--- src/rtl/fifo_pkg.sv ---
// -----------------------------------------------------------------------------
// fifo_pkg
// Shared constants and helpers for the FIFO glue blocks.
//   MODE_TRUE / MODE_FALSE : string values accepted by the mode parameters
//   clogb2()               : index width for a given entry count (minimum 1)
// No ports.
// -----------------------------------------------------------------------------
package fifo_pkg;

   localparam string MODE_TRUE  = "TRUE";
   localparam string MODE_FALSE = "FALSE";

   // Bits needed to index 'value' entries; a single entry still gets 1 bit.
   function automatic int unsigned clogb2(input int unsigned value);
      int unsigned v;
      int unsigned w;
      v = (value > 1) ? value - 1 : 1;
      w = 0;
      while (v > 0) begin
         w++;
         v = v >> 1;
      end
      return w;
   endfunction

endpackage

--- src/rtl/fifo_splitter_buf.sv ---
// -----------------------------------------------------------------------------
// fifo_splitter_buf
// Two-entry skid buffer between the input FIFO read side and the output ports.
// Push and pop may happen in the same cycle, also when full (the pop frees the
// slot the push lands in).
//   clk         : clock
//   nrst        : synchronous active-low reset (clears count and head pointer)
//   i_push      : write i_push_data into the tail slot
//   i_push_data : word to store
//   i_pop       : drop the head word
//   o_count     : number of stored words, 0..2
//   o_head      : head word (meaningful while o_count > 0)
// -----------------------------------------------------------------------------
module fifo_splitter_buf #(
   parameter int unsigned DATA_W = 32
) (
   input  logic              clk,
   input  logic              nrst,
   input  logic              i_push,
   input  logic [DATA_W-1:0] i_push_data,
   input  logic              i_pop,
   output logic [1:0]        o_count,
   output logic [DATA_W-1:0] o_head
);

   logic [DATA_W-1:0] r_mem [2];
   logic              r_head;
   logic [1:0]        r_count;
   logic              w_wr_idx;

   // Tail slot is head + count mod 2. At count=2 this is the head slot, which
   // is exactly the one released by a simultaneous pop.
   assign w_wr_idx = r_head ^ r_count[0];

   always_ff @(posedge clk) begin
      if (i_push) begin
         r_mem[w_wr_idx] <= i_push_data;
      end
   end

   always_ff @(posedge clk) begin
      if (!nrst) begin
         r_head  <= 1'b0;
         r_count <= 2'd0;
      end else begin
         if (i_pop) begin
            r_head <= ~r_head;
         end
         r_count <= r_count + {1'b0, i_push} - {1'b0, i_pop};
      end
   end

   assign o_count = r_count;
   assign o_head  = r_mem[r_head];

endmodule

--- src/rtl/fifo_splitter.sv ---
// -----------------------------------------------------------------------------
// fifo_splitter
// Reads words from one input FIFO and writes them, one word per cycle, to
// WIDTH output FIFOs in round-robin order. A 2-entry buffer decouples the
// input read latency from output back-pressure at full throughput.
//   clk     : clock
//   nrst    : synchronous active-low reset
//   r_empty : input FIFO empty
//   r_req   : input FIFO read request
//   r_data  : input FIFO read data (same cycle in FWFT mode, next cycle else)
//   w_full  : per-port output FIFO full
//   w_req   : per-port write request, one-hot or zero
//   w_data  : per-port write data, every lane carries the head word
// -----------------------------------------------------------------------------
module fifo_splitter
   import fifo_pkg::*;
#(
   parameter int unsigned WIDTH     = 2,
   parameter int unsigned WIDTH_W   = clogb2(WIDTH),
   parameter string       FWFT_MODE = "TRUE",
   parameter string       SKIP_FULL = "TRUE",
   parameter int unsigned DATA_W    = 32
) (
   input  logic                         clk,
   input  logic                         nrst,
   input  logic                         r_empty,
   output logic                         r_req,
   input  logic [DATA_W-1:0]            r_data,
   input  logic [WIDTH-1:0]             w_full,
   output logic [WIDTH-1:0]             w_req,
   output logic [WIDTH-1:0][DATA_W-1:0] w_data
);

   localparam bit FWFT = (FWFT_MODE == MODE_TRUE);
   localparam bit SKIP = (SKIP_FULL != MODE_FALSE);

   logic [WIDTH_W-1:0] r_rr_ptr;
   logic [WIDTH_W-1:0] w_sel;
   logic               w_sel_valid;
   logic               w_drain;
   logic               w_pend;
   logic               w_push;
   logic [1:0]         w_count;
   logic [DATA_W-1:0]  w_head;
   logic [2:0]         w_inflight;

   // Returns {valid, port}. Skip mode scans rr_ptr, rr_ptr+1, ... for the first
   // free port; strict mode only ever offers rr_ptr.
   function automatic logic [WIDTH_W:0] f_select(input logic [WIDTH-1:0]   full,
                                                 input logic [WIDTH_W-1:0] ptr);
      logic               found;
      logic [WIDTH_W-1:0] idx;
      logic [WIDTH_W-1:0] cand;
      found = 1'b0;
      idx   = ptr;
      if (SKIP) begin
         for (int unsigned i = 0; i < WIDTH; i++) begin
            cand = WIDTH_W'((32'(ptr) + i) % WIDTH);
            if (!found && !full[cand]) begin
               found = 1'b1;
               idx   = cand;
            end
         end
      end else begin
         found = !full[ptr];
      end
      return {found, idx};
   endfunction

   // Normal-mode read data arrives one cycle after r_req; pend marks that cycle.
   generate
      if (FWFT) begin : g_fwft
         assign w_pend = 1'b0;
         assign w_push = r_req;
      end else begin : g_normal
         logic r_pend;
         always_ff @(posedge clk) begin
            if (!nrst) begin
               r_pend <= 1'b0;
            end else begin
               r_pend <= r_req;
            end
         end
         assign w_pend = r_pend;
         assign w_push = r_pend;
      end
   endgenerate

   fifo_splitter_buf #(
      .DATA_W (DATA_W)
   ) u_buf (
      .clk         (clk),
      .nrst        (nrst),
      .i_push      (w_push),
      .i_push_data (r_data),
      .i_pop       (w_drain),
      .o_count     (w_count),
      .o_head      (w_head)
   );

   assign {w_sel_valid, w_sel} = f_select(w_full, r_rr_ptr);
   assign w_drain = nrst & (w_count != 2'd0) & w_sel_valid;

   // Words held or in flight, less the one leaving this cycle, must stay below
   // two; counting the drain lets a word enter and leave in the same cycle.
   assign w_inflight = {1'b0, w_count} + {2'b00, w_pend};
   assign r_req = nrst & ~r_empty & (w_inflight < (3'd2 + {2'b00, w_drain}));

   always_ff @(posedge clk) begin
      if (!nrst) begin
         r_rr_ptr <= '0;
      end else if (w_drain) begin
         r_rr_ptr <= (w_sel == WIDTH_W'(WIDTH - 1)) ? '0 : w_sel + 1'b1;
      end
   end

   always_comb begin
      w_req  = '0;
      w_data = '0;
      if (w_drain) begin
         w_req[w_sel] = 1'b1;
         for (int unsigned i = 0; i < WIDTH; i++) begin
            w_data[i] = w_head;
         end
      end
   end

endmodule

--- config.mk ---
export PLATFORM = sky130hd
export DESIGN_NAME = fifo_splitter
export DESIGN_NICKNAME = d
export VERILOG_FILES = /design/src/rtl/fifo_pkg.sv /design/src/rtl/fifo_splitter_buf.sv /design/src/rtl/fifo_splitter.sv
export SDC_FILE = /design/constraint.sdc
export NUM_CORES = 1
export LEC_CHECK = 0
export ABC_AREA = 1
export CAP_MARGIN = 0
export CORE_MARGIN = 10
export CORE_UTILIZATION = 30
export DETAILED_ROUTE_END_ITERATION = 10
export SETUP_SLACK_MARGIN = 0.02
export SYNTH_ARGS = -nofsm -noshare
export SYNTH_HDL_FRONTEND = slang
export SYNTH_SLANG_ARGS = --single-unit
--- constraint.sdc ---
create_clock -name clk -period 2.35 [get_ports clk]
set_input_delay 0.47 -clock clk [delete_from_list [all_inputs] [get_ports clk]]
set_output_delay 0.47 -clock clk [all_outputs]
set_load 0.02 [all_outputs]
==> metrics, run 1 <==
Root Driver=clkbuf_8; cell family with most CP delay=buffers and inverters; PwrDens=915 nW/um2; WP data required=1.88 ns; startpoint types=flop; worst setup path startpoint=u_buf.o_count[0]; Total GRT Usage=9.66%; Synth area leaders=edfxtp_1 (63%), nand2_1 (8.8%), a21oi_2 (8.6%), buf_4 (7.8%), dfxtp_1 (3.3%); Avg WL per Cell=14.9 um; # setup viols final=0; DR vias=1,963; CP Cell Sequence=inv_2, nand2_2, nand3_4, buf_4, buf_4, a21oi_2, clkdlybuf4s15_1; TritonCTS clock tree=built; Max-Cap Viols=0; RD Place Congestion=0.689; DP Wirelength=5050 um; first-pass GRT wire length=11,100 um; Peak Freq=459 MHz; post-layout min period=2.18 ns; DP Cell Count=451; final WL=6940 um; FF-to-FF Start=u_buf.o_count[0]; RSZ-0062 raised after global routing=false; measured slew at the worst slew-check pin=0.263 ns; # H-tree levels=3; fin nets=369; Min-Delay Path Class=reg -> reg; Final Util=42.1%; vias in the first global route=2,223; layout cells sized above 1=38.9%; most numerous cell in the Yosys netlist=nand2_1; final cell count without fillers=467; post-route clock period utilization=92.8%; crit path capture type=output port; crit path max fanout=14; most frequent cells after synthesis=nand2_1 (72), edfxtp_1 (64), buf_4 (32); final antenna diode count=0; Post-Syn Area=3070 um2; Static Leak=1.58 nW; max incr delay on CP=0.37 ns; Slew headroom=82.5%; Mapped Cells=243; DRT antenna net count=0; Post-synth ARST share=0%; Die H=121 um; DRC viols=0; input/output buffers=103; number of library cell types mapped by synthesis=20; grt ovf=0; status=completed; hold_buf cts=0; die area=14,700 um2; clk_lat worst skew=0.33 ns; peak supply drop=0.464 mV; initial antenna violation count=0; Synth-to-Final Area Change=35.5%; ys flop type=edfxtp_1; largest net degree at the start of global routing=23; # clock sinks=69; critical setup path kind=reg -> out; Ys Warns=0; Die W=121 um; share of the synthesized area in the top cell type=62.7%; Starting Density=31.1%; post-synth net total=283; register area share after synthesis=65.9%; Post-synth EDFFs=64; Final Hold Vio Count=0; slowest cell on the critical path=dfxtp_1; mean post-synth cell area=12.6 um2; Clock Tree Buf Depth=2; crit path DAT=1.71 ns; hold wc startpoint=r_rr_ptr; core footprint=9860 um2; worst path buffer plus inverter count=4; most used cell, CP=buf_4; register bit count reported by yosys=69; Final Slew Violations=0; Max Clock Skew=0.00797 ns; row count=36; post-synth top area cell=edfxtp_1; Post-CTS Repair Setup Buffers=0; via/cell ratio=4.20; 1st-iter DRT viols=103; I/O pins=104; DRT Pass-1 Iters=4; CTS clk-pin slew, worst paths=0.07 ns; TritonCTS buffer count=9
## flip-flops by register name, indices dropped and copies added, names as in the netlist, named ones only
signal / flops
r_rr_ptr: 1
u_buf.r_mem: 64
u_buf.r_head: 1
u_buf.o_count: 2
## final timing paths
path                             to  slack (ns)  depth (start not counted)
setup / recovery         w_data[18]        0.17                          7
hold / removal             r_rr_ptr        0.54                          4
setup reg to reg  u_buf.r_mem[0][2]        0.31                         11
hold reg to reg            r_rr_ptr        0.54                          4
## repair_timing
| item | in CTS | in global routing |
|---|---|---|
| resized for setup | 233 | 5 |
| pin swaps | 0 | 2 |
| setup endpoints to repair | 67 | 38 |
## layer usage
layer / wire length [um] / up-vias / global-route usage, %
li1: - / 960 / -
met1: 2780 / 930 / 9.95
met2: 3550 / 69 / 16.9
met3: 574 / 4 / 4.47
met4: 33 / 0 / 3.39
met5: 0 / - / 0
## final cells by class
class | instances | area, um2
clock buffer | 11 | 131
clock inverter | 5 | 27.5
fill | 923 | 5710
inverter | 10 | 37.5
multi-input combinational | 122 | 696
sequential | 69 | 2020
tap | 133 | 166
timing repair buffer | 117 | 1080
## worst reg2reg max path: stages (launching register included)
cell and delay [ns]:
dfxtp_1 0.37, inv_2 0.06, nand2_2 0.07, nand3_4 0.06
inv_1 0.07, ha_1 0.13, inv_1 0.04, ha_1 0.20
nor3b_4 0.22, buf_4 0.15, and2_2 0.20, buf_12 0.18
## power breakdown
| part | total, mW | internal [mW] | switching (mW) |
|---|---|---|---|
| Combinational | 1.37 | 0.511 | 0.860 |
| Sequential | 1.64 | 1.58 | 0.0581 |
| Clock | 0.795 | 0.376 | 0.418 |
## metrics by stage
| stage | setup slack, ns | cell area (um2) | setup TNS [ns] | power [mW] | hold WS, ns |
|---|---|---|---|---|---|
| 4_1_cts | -0.0655 | 4150 | -0.131 | 3.88 | 0.545 |
| 6_report | 0.170 | 4160 | 0 | 3.80 | 0.544 |
| 3_3_place_gp | -0.457 | 4100 | -33.32 | 3.16 | 0.523 |
| 2_1_floorplan | -0.0592 | 3080 | -1.89 | 2.64 | 0.499 |
| 3_5_place_dp | -0.483 | 4100 | -36.90 | 3.19 | 0.530 |
| 5_1_grt | 0.0391 | 4160 | 0 | 4.07 | 0.571 |
## placed cells by master, fill, tap and decap left out, drive strengths merged, types with 3 or more instances in the layout
cell type / instances
nor2: 5
dfxtp: 5
clkinv: 4
ha: 3
edfxtp: 64
clkdlybuf4s15: 33
dlymetal6s2s: 3
inv: 10
clkdlybuf4s50: 33
a21oi: 33
nand2: 73
buf: 47
clkbuf: 11
## cells by family after synthesis
group	share of synthesized area, %
xor gates and xnor gates	0.286
buffers and inverters	11.9
AOI/OAI and AO/OA	9.38
adders and majority gates	1.22
and+or+nand+nor	11.3
DFF	65.9
(Power assumes the default switching activity.)
==> run 2, diff against run 1 <==
--- a/config.mk
+++ b/config.mk
@@ -8,8 +8,9 @@
 export ABC_AREA = 1
 export CAP_MARGIN = 0
 export CORE_MARGIN = 10
-export CORE_UTILIZATION = 30
+export CORE_UTILIZATION = 41
 export DETAILED_ROUTE_END_ITERATION = 10
+export PLACE_DENSITY = 0.76
 export SETUP_SLACK_MARGIN = 0.02
 export SYNTH_ARGS = -nofsm -noshare
 export SYNTH_HDL_FRONTEND = slang
==> run 2 against run 1 <==
Flip-flop and latch count did not move. Clock-buffer cell count decreased by 1. Clock power increased by 9.9%. Fmax increased by 2.2%. Non-clock buffer count is 1 lower.
==> metrics, run 2 (synthesized netlist as in run 1, its figures left out) <==
status=completed; Starting Density=42.3%; Post-CTS Repair Setup Buffers=0; DRT Pass-1 Iters=4; post-layout min period=2.13 ns; RSZ-0062 raised after global routing=false; Slew headroom=81.8%; hold_buf cts=0; number of flip-flops in the largest register=64; slowest cell on the critical path=dfxtp_1; via/cell ratio=4.49; TritonCTS clock tree=built; DRC viols=0; core footprint=7250 um2; post-route clock period utilization=90.8%; Final Hold Vio Count=0; crit path max fanout=2; Max-Cap Viols=0; largest net degree at the start of global routing=20; die area=11,300 um2; CP Cell Sequence=inv_2, nand2_2, nand3_4, inv_1, ha_1, inv_1, ha_1, nor3b_4, buf_6; Total GRT Usage=11.7%; Clock Tree Buf Depth=2; RD Place Congestion=0.710; most common cell after layout, fill and taps aside=nand2_1; Top reg by flops=u_buf.r_mem; Max Clock Skew=0.00650 ns; Static Leak=1.63 nW; Root Driver=clkbuf_8; critical register-to-register path endpoint=u_buf.r_mem[0][2]; DRT antenna net count=0; Final Slew Violations=0; # H-tree levels=3; measured slew at the worst slew-check pin=0.273 ns; # fillers=619; clk_lat worst skew=0.32 ns; Cells on Worst Hold Path=4; TritonCTS buffer count=9; cell count of the worst reg-to-reg path=11; vias in the first global route=2,112; Die H=106 um; Final Util=54.8%; 1st-iter DRT viols=39; hold wc startpoint=r_rr_ptr; final WL=6680 um; CTS clk-pin slew, worst paths=0.07 ns; Peak Freq=469 MHz; first-pass GRT wire length=10,400 um; max incr delay on CP=0.35 ns; crit path capture type=output port; worst setup margin=0.217 ns; I/O pins=104; DP Worst Slack=-0.517 ns; # setup viols final=0; initial antenna violation count=0; Worst Hold Path EP=r_rr_ptr; Min-Delay Path Class=reg -> reg; final antenna diode count=0; peak supply drop=0.438 mV; layout cells sized above 1=39.0%; setup TNS=0 ns; FF-to-FF Start=u_buf.o_count[0]; r2r setup slk=0.33 ns; DR vias=1,940; WP data required=1.88 ns; fin nets=368; grt ovf=0; Avg WL per Cell=15.5 um; leading cell types in the layout, fill and taps excluded=nand2_1 (71), edfxtp_1 (64), buf_2 (56); DP Wirelength=5020 um; critical setup path kind=reg -> out; Die W=106 um; PwrDens=963 nW/um2; row count=31; input/output buffers=103; crit path DAT=1.66 ns; # clock sinks=69; Synth-to-Final Area Change=29.7%; startpoint types=flop
## run 2: cell types whose count changed in the layout (fill, tap and decap cells not counted)
cell	previous run	this run
clkdlybuf4s15_1	2	0
bufinv_16	0	1
buf_2	32	56
clkinv_1	0	1
clkinvlp_4	1	0
a21oi_2	31	30
clkbuf_1	2	1
buf_4	9	8
a21oi_1	2	3
clkdlybuf4s15_2	31	9
## run 2: metrics by stage
stage                     std cells  power (mW)  area (um2)  hold slack, ns
after global routing            432        4.08        3980           0.595
after detailed placement        416        3.18        4050           0.544
final                           432        3.83        3980           0.551
after global placement          416        3.13        4050           0.515
after CTS                       432        3.91        3970           0.555
after floorplan                 243        2.64        3080           0.499
## run 2: layer usage
layer  routed length [um]  part of all wire, %  GRT usage (%)  vias to the layer above
met4                   76                  1.1           4.74                        0
met1                 2520                   38           11.3                      904
met2                 3550                   53           21.3                       65
met5                    0                    0              0                        -
li1                     -                    -              -                      964
met3                  534                  8.0           5.13                        7
## run 2: worst max-delay path by stage
stage / startpoint / to / slack [ns] / cells past startpoint
6_report: u_buf.o_count[0] / r_req / 0.22 / 9
5_1_grt: u_buf.o_count[0] / r_req / 0.06 / 9
4_1_cts: w_full[0] / r_req / -0.04 / 9
3_5_place_dp: w_full[0] / r_req / -0.52 / 9
3_3_place_gp: w_full[0] / r_req / -0.46 / 9
2_1_floorplan: w_full[0] / u_buf.r_mem[0][0] / -0.06 / 8
## run 2: what timing repair did
item / in CTS / in global routing
endpoints found under the setup margin: 67 / 30
hold endpoints to repair: 0 / 0
pin swaps: 0 / 2
gates resized for setup: 260 / 3
## run 2: area by class of cell
class / count / area, um2 / area share (%)
Multi-Input combinational cell: 122 / 692 / 17.4
Sequential cell: 69 / 2020 / 50.8
Tap cell: 99 / 124 / 3.11
Inverter: 10 / 37.5 / 0.944
Clock inverter: 6 / 53.8 / 1.35
Clock buffer: 10 / 128 / 3.21
Timing Repair Buffer: 116 / 921 / 23.2
## run 2: worst max-delay path: cells and delay by family, from the launching register on
family,cells,cell delay [ns]
fa+ha+maj,2,0.34
buf+inv,4,0.30
flops,1,0.35
simple gates,3,0.35
## run 2: power breakdown
group	switching (mW)	internal (mW)
Clock	0.395	0.479
Sequential	0.0573	1.58
Combinational	0.852	0.466
==> run 3, diff against run 2 <==
--- a/config.mk
+++ b/config.mk
@@ -11,6 +11,7 @@
 export CORE_UTILIZATION = 41
 export DETAILED_ROUTE_END_ITERATION = 10
 export PLACE_DENSITY = 0.76
+export RECOVER_POWER = 50
 export SETUP_SLACK_MARGIN = 0.02
 export SYNTH_ARGS = -nofsm -noshare
 export SYNTH_HDL_FRONTEND = slang
==> run 3 against run 2 <==
Via count up 0.52%. Critical path depth did not move. Combinational power is 3% lower. Worst setup slack got worse by 0.024 ns. First-iteration DRC count is 13% lower. Sequential share of layout area grew 0.44 points. Critical path type unchanged. Total power decreased by 0.84%. Fmax shrank 1.1%. Register-to-register slack worse by 0.11 ns. Final cell count stayed put.
==> metrics, run 3 (synthesized netlist as in run 1, its figures left out) <==
post-route clock period utilization=91.8%; DR vias=1,950; layout cells sized above 1=32.1%; status=completed; initial antenna violation count=0; via/cell ratio=4.51; WP data required=1.88 ns; sequential cell area=2020 um2; Final Util=54.4%; I/O pins=104; Sw Share=34.4%; DRT Pass-1 Iters=4; 1st-iter DRT viols=34; Clock Tree Buf Depth=2; clk_lat worst skew=0.32 ns; NetSw=1.31 mW; input/output buffers=103; measured slew at the worst slew-check pin=0.292 ns; RSZ-0062 raised after global routing=false; DRC viols=0; Final Hold Vio Count=0; Max Clock Skew=0.00653 ns; Gate power share=33.8%; fin nets=368; Avg WL per Cell=15.5 um; grt ovf=0; peak supply drop=0.438 mV; Pint=2.49 mW; # fillers=633; post-layout min period=2.16 ns; # clock sinks=69; Peak Freq=464 MHz; Final Slew Violations=0; final antenna diode count=0; cell count of the worst reg-to-reg path=11; Total GRT Usage=11.7%; Die H=106 um; Slew headroom=80.6%; largest net degree at the start of global routing=20; CTS clk-pin slew, worst paths=0.07 ns; final WL=6720 um; RD Place Congestion=0.710; sequential share of power=43.1%; row count=31; startpoint types=flop; Clk pwr share=23.0%; most common cell after layout, fill and taps aside=nand2_1; TritonCTS clock tree=built; Root Driver=clkbuf_8; crit path DAT=1.69 ns; Static Leak=1.55 nW; # setup viols final=0; TritonCTS buffer count=9; hold_buf cts=0; area of the multi-input gates=687 um2; # H-tree levels=3; DP Wirelength=5020 um; Max-Cap Viols=0; r2r setup slk=0.22 ns; Starting Density=42.3%; Min-Delay Path Class=reg -> reg; Top reg by flops=u_buf.r_mem; PwrDens=963 nW/um2; crit path max fanout=2; first-pass GRT wire length=10,400 um; vias in the first global route=2,112; die area=11,300 um2; Cells on Worst Hold Path=4; DRT antenna net count=0; core footprint=7250 um2; crit path capture type=output port; number of flip-flops in the largest register=64; leading cell types in the layout, fill and taps excluded=nand2_1 (72), edfxtp_1 (64), buf_2 (36); Synth-to-Final Area Change=28.6%; critical setup path kind=reg -> out; hold slack=0.551 ns; Die W=106 um
## run 3: routing by layer
metal	up-vias	GRT usage (%)	part of all wire [%]
met2	65	21.3	53
met5	-	0	0
li1	964	-	-
met4	0	4.74	1.1
met1	914	11.3	39
met3	7	5.13	6.9
## run 3: power by group through the flow
stage               Sequential [mW]  Combinational, mW  Clock (mW)
detailed placement             1.67               1.51           0
finish                         1.64               1.28       0.875
floorplan                      1.65              0.987           0
global route                   1.66               1.42       0.974
global placement               1.66               1.48           0
CTS                            1.64               1.36       0.909
## run 3: critical path: stages, from the launching register on
cell     delay (ns)
dfxtp_1        0.35
inv_2          0.05
nand2_1        0.09
nand3_4        0.07
inv_1          0.07
ha_1           0.14
inv_1          0.04
ha_1           0.20
nor3b_4        0.22
buf_6          0.14
## run 3: area by class of cell
class                           instances  share of cell area [%]
Clock buffer                           10                    3.24
Clock inverter                          6                    1.36
Inverter                               10                   0.952
Multi-Input combinational cell        122                    17.4
Sequential cell                        69                    51.3
Tap cell                               99                    3.14
Timing Repair Buffer                  116                    22.6
## run 3: per-stage QoR
stage / cells / setup WS [ns] / power [mW] / setup TNS [ns] / area, um2
2_1_floorplan: 243 / -0.0592 / 2.64 / -1.89 / 3080
3_3_place_gp: 416 / -0.463 / 3.13 / -34.42 / 4050
3_5_place_dp: 416 / -0.517 / 3.18 / -40.37 / 4050
4_1_cts: 432 / -0.0353 / 3.91 / -0.0353 / 3970
5_1_grt: 432 / 0.0418 / 4.05 / 0 / 3940
6_report: 432 / 0.193 / 3.80 / 0 / 3940
## run 3: path summary, 6_finish.rpt
| kind | start | to |
|---|---|---|
| min | r_rr_ptr | r_rr_ptr |
| max | u_buf.o_count[0] | r_req |
| min reg2reg | r_rr_ptr | r_rr_ptr |
| max reg2reg | u_buf.o_count[0] | u_buf.r_mem[1][5] |
## run 3: repair_timing
action	in CTS	in global routing
resized for setup	260	3
endpoints found under the setup margin	67	30
cloned	0	0
setup buffers	0	0
pin swaps	0	2
